## src/rtl/sound_sequencer.sv

```systemverilog
// Square-wave sound sequencer: prioritised one-shot sound requests, each
// played as a fixed tone for a whole number of prescaled duration ticks.
module sound_sequencer #(
  parameter int TICK_DIV  = 12500000,
  parameter int HALF_STEP = 113636,
  parameter int HALF_SHOT = 56818,
  parameter int HALF_BOOM = 227272,
  parameter int DUR_STEP  = 1,
  parameter int DUR_SHOT  = 1,
  parameter int DUR_BOOM  = 4
) (
  input  logic       CLK,
  input  logic       Rst,
  input  logic       Req_step,
  input  logic       Req_shot,
  input  logic       Req_boom,
  output logic       Spk,
  output logic       Busy,
  output logic       Done,
  output logic [1:0] Snd_id
);

  // One counter width covers both the prescaler and the longest half-period.
  localparam int MAX_HALF = (HALF_STEP > HALF_SHOT) ?
                            ((HALF_STEP > HALF_BOOM) ? HALF_STEP : HALF_BOOM) :
                            ((HALF_SHOT > HALF_BOOM) ? HALF_SHOT : HALF_BOOM);
  localparam int MAXV = (TICK_DIV > MAX_HALF) ? TICK_DIV : MAX_HALF;
  localparam int CW   = $clog2(MAXV + 1);

  localparam logic [CW-1:0] TICK_LAST = CW'(TICK_DIV - 1);

  typedef enum logic [1:0] {IDLE, PLAY, DONE} state_t;

  state_t        state, next;
  logic [1:0]    snd, sel;
  logic [CW-1:0] pre, half, half_last;
  logic [3:0]    ticks, dur;
  logic          spk, start, tick, last_tick;

  // Request arbitration: highest-numbered sound wins.
  always_comb begin
    sel = 2'd0;
    if (Req_boom)      sel = 2'd3;
    else if (Req_shot) sel = 2'd2;
    else if (Req_step) sel = 2'd1;
  end

  // Per-sound tone half-period and duration in ticks.
  always_comb begin
    half_last = CW'(HALF_STEP - 1);
    dur       = 4'(DUR_STEP);
    case (snd)
      2'd2: begin half_last = CW'(HALF_SHOT - 1); dur = 4'(DUR_SHOT); end
      2'd3: begin half_last = CW'(HALF_BOOM - 1); dur = 4'(DUR_BOOM); end
      default: ;
    endcase
  end

  // A request starts a sound when idle/done, or preempts a lower-priority one.
  assign start     = (sel != 2'd0) && ((state != PLAY) || (sel > snd));
  assign tick      = (state == PLAY) && (pre == TICK_LAST);
  assign last_tick = tick && ((ticks + 4'd1) == dur);

  // State register.
  always_ff @(posedge CLK) begin
    if (Rst) state <= IDLE;
    else     state <= next;
  end

  // Next-state logic and Moore outputs.
  always_comb begin
    next   = state;
    Busy   = 1'b0;
    Done   = 1'b0;
    Snd_id = 2'd0;
    Spk    = 1'b0;
    case (state)
      IDLE: if (start) next = PLAY;
      PLAY: begin
        Busy   = 1'b1;
        Snd_id = snd;
        Spk    = spk;
        if (start)          next = PLAY;
        else if (last_tick) next = DONE;
      end
      DONE: begin
        Done = 1'b1;
        next = start ? PLAY : IDLE;
      end
      default: next = IDLE;
    endcase
  end

  // Prescaler, tick counter and tone divider; all restart on (pre)emption.
  always_ff @(posedge CLK) begin
    if (Rst || (!start && state != PLAY)) begin
      snd   <= 2'd0;
      pre   <= '0;
      half  <= '0;
      ticks <= 4'd0;
      spk   <= 1'b0;
    end else if (start) begin
      snd   <= sel;
      pre   <= '0;
      half  <= '0;
      ticks <= 4'd0;
      spk   <= 1'b0;
    end else begin
      pre <= tick ? '0 : pre + 1'b1;
      if (tick) ticks <= ticks + 4'd1;
      if (half == half_last) begin
        half <= '0;
        spk  <= ~spk;
      end else begin
        half <= half + 1'b1;
      end
    end
  end

endmodule

```

## config.mk

```make
export PLATFORM = sky130hd
export DESIGN_NAME = sound_sequencer
export DESIGN_NICKNAME = d
export VERILOG_FILES = /design/src/rtl/sound_sequencer.sv
export SDC_FILE = /design/constraint.sdc
export NUM_CORES = 1
export LEC_CHECK = 0
export CAP_MARGIN = 10
export CORE_MARGIN = 8
export CORE_UTILIZATION = 44
export DETAILED_ROUTE_END_ITERATION = 10
export GPL_TIMING_DRIVEN = 0
export PLACE_DENSITY = 0.69
export SLEW_MARGIN = 20
export SYNTH_ARGS = -nofsm -noshare
export SYNTH_HDL_FRONTEND = slang
export SYNTH_SLANG_ARGS = --single-unit
```

## constraint.sdc

```tcl
create_clock -name CLK -period 4.15 [get_ports CLK]
set_clock_uncertainty 0.1 [all_clocks]
set_input_delay 1.0375 -clock CLK [delete_from_list [all_inputs] [get_ports CLK]]
set_output_delay 1.0375 -clock CLK [all_outputs]
set_load 0.005 [all_outputs]
```

==> key figures <==
Clocking
  – Clk_lat worst skew: 0.34 ns
  – Setup Buffers After CTS: 0
  – H-tree Lvls: 3
  – Post-cts resize count: 0
  – Post-CTS Hold Buffers: 0
  – TritonCTS buffer count: 9
  – CTS sink cnt: 57
  – Register clock-pin slew on the reported worst setup and hold paths: 0.06 ns
  – Root Buffer: clkbuf_8
  – CTS Buffer Depth: 2
  – CTS tree: yes

Logic synthesis
  – Top_reg_cell synth: dfxtp_1
  – Sequential fraction of the synthesis area: 41.2%
  – Syn Nets: 339
  – Synth Cell Area: 2770 sq um
  – Post-synth EDFFs: 0
  – Fraction of registers with async set/reset: 0%
  – Seq cells post-synth: 57
  – Netlist cell types: 42
  – Mean Syn Cell Area: 8.42 sq um
  – Synth Warn #: 0
  – Synthesized instance count: 329

Die
  – Core area: 6200 sq um
  – IO Pins: 10
  – Die width: 95.3 um
  – Row cnt: 29
  – Full die area: 9090 sq um
  – Die Span Y: 95.3 um
  – Initial Utilization: 44.6%

Cells and area
  – Ant diodes: 0
  – Commonest non-fill, non-tap cells in the layout: nor2_1, dfxtp_1, xnor2_1
  – Commonest non-fill, non-tap cell in the layout: nor2_1
  – Nets@finish: 359
  – Area growth syn-to-layout: 15.9%
  – Final core utilization: 51.7%
  – Layout cells sized above 1: 7.34%
  – FILL cells: 572

STA
  – FMAX: 283 MHz
  – RSZ-0062 raised after global routing: no
  – Slew @ Worst Pin: 0.530 ns
  – Slew headroom: 64.4%
  – Final hold vios: 0
  – Final setup TNS: 0 ns
  – Period utilization: 85.1%
  – Endpoints failing setup: 0
  – Slew Viols, Final: 0
  – Final Critical Period: 3.53 ns

Status
  – Status: completed

Detailed routing
  – Iteration-0 DRC Markers: 71
  – WL final: 5230 um
  – Via count: 2207
  – Drt drc: 0
  – Wire per inst: 12.1 um
  – Antenna Nets Post-Route: 0
  – Initial DRT Pass Iterations: 4
  – DR vias/cell: 5.12

Pwr
  – Sw Ratio: 22.4%
  – Gate power share: 7.6%
  – Power per cell area: 408 nW/um^2
  – Clock Power Share: 49.6%
  – Reg power frac: 42.8%
  – Worst ir drop on vdd: 0.254 mV
  – P_sw: 293 uW
  – Pint: 1.02 mW
  – Leakage power: 1.03 nW

Global routing
  – Initial antenna violation count: 0
  – GRT Total Usage: 13.2%
  – Vias in the first global route: 2199
  – Gr ovfl total: 0
  – Global-route wire length before repair: 9430 um
  – Largest net degree at the start of global routing: 12

Critical path
  – Worst setup EP type: flip-flop
  – Worst Path Max Fanout: 10
  – CP startpoint kind: input pin
  – CP Data Arrival Time: 3.70 ns
  – WP data required: 4.32 ns
  – CP Class: in -> reg

Placement
  – GP Congestion: 0.809
  – Hpwl dp: 3630 um
  – I/O Buffers: 9

Hold path
  – Class of the worst hold path: reg -> reg

Job
  – Max-cap violations: 0
==> final timing paths <==
kind | from | slack (ns) | to | depth (start not counted)
worst max-delay path | Req_shot | 0.62 | pre[7]$_SDFF_PP0_ | 10
worst min-delay path | pre[0]$_SDFF_PP0_ | 0.34 | pre[0]$_SDFF_PP0_ | 1
worst min register to register | pre[0]$_SDFF_PP0_ | 0.34 | pre[0]$_SDFF_PP0_ | 1
worst max register to register | snd[1]$_SDFFE_PP0P_ | 1.44 | pre[7]$_SDFF_PP0_ | 10
==> cell usage after synthesis, types with 2 or more instances <==
cell type | number | area share (%)
and2_1 | 6 | 1.4
or4_1 | 3 | 0.81
xnor2_1 | 33 | 10
buf_4 | 4 | 1.1
nand2_1 | 23 | 3.1
clkbuf_1 | 2 | 0.27
nand3_1 | 17 | 3.1
o21ai_0 | 4 | 0.72
buf_2 | 2 | 0.36
nand4_1 | 13 | 2.9
inv_1 | 11 | 1.5
nor3_1 | 12 | 2.2
xor2_1 | 16 | 5.1
and3_1 | 6 | 1.4
mux2i_1 | 3 | 1.1
and4_1 | 6 | 1.9
dfxtp_1 | 57 | 41
nor2b_1 | 3 | 0.68
ha_1 | 5 | 2.3
nor4_1 | 9 | 2.0
nor3b_1 | 2 | 0.54
nor2_1 | 66 | 8.9
a21oi_1 | 5 | 0.90
o21ai_1 | 3 | 0.54
==> power by group through the flow <==
stage                     clock [mW]  combinational, mW  sequential (mW)
after floorplan                    0             0.0701            0.572
after global placement             0              0.100            0.573
after detailed placement           0              0.101            0.573
after CTS                      0.667              0.102            0.560
after global routing           0.691              0.115            0.561
final                          0.649              0.100            0.560
==> per-layer routing <==
metal	global-route usage (%)	routed length [um]
met3	4.96	140
met5	0	0
met4	5.98	97
met1	14.8	2520
met2	21.9	2470
==> critical path, stage by stage <==
cell	delay, ns
clkdlybuf4s50_1	0.45
or2_2	0.35
ha_1	0.29
nor2b_1	0.13
o21ai_0	0.39
o21ai_1	0.31
or2_1	0.29
buf_2	0.16
buf_4	0.18
nor2_1	0.11
==> metrics by stage <==
stage	worst slack [ns]	cells	total power [mW]	hold WS (ns)	cell area, sq um
finish	0.619	431	1.31	0.340	3210
global route	0.390	431	1.37	0.375	3210
CTS	0.611	431	1.33	0.345	3210
detailed placement	0.280	415	0.674	0.335	2960
global placement	0.290	415	0.673	0.324	2960
floorplan	1.09	329	0.642	0.313	2770
==> flip-flops by register name, indices dropped and copies added, names as in the netlist <==
| signal | count |
|---|---|
| half | 24 |
| pre | 24 |
| snd | 2 |
| spk | 1 |
| state | 2 |
| ticks | 4 |
==> cell families (layout without fill, tap and decap cells) <==
kind of cell               after synthesis  in the layout  share of synthesized area (%)
DFF                                     57             57                           41.2
muxes                                    3              3                           1.08
adders and majority gates                5              5                           2.26
buffers and inverters                   20             45                           3.62
AOI/OAI and AO/OA                       19             19                           4.38
xor gates and xnor gates                49             49                           15.5
and+or+nand+nor                        176            176                           31.9
==> area by class of cell <==
class                      count  area [sq um]  area share, %
buffer                         9          58.8           1.83
clock buffer                  10           138           4.29
clock inverter                 6           115           3.59
inverter                      11          41.3           1.29
multi-input combinational    252          1530           47.6
sequential                    57          1140           35.6
tap                           77          96.3           3.00
timing repair buffer           9          90.1           2.81
Note: power is estimated with default switching activity, not from simulation.
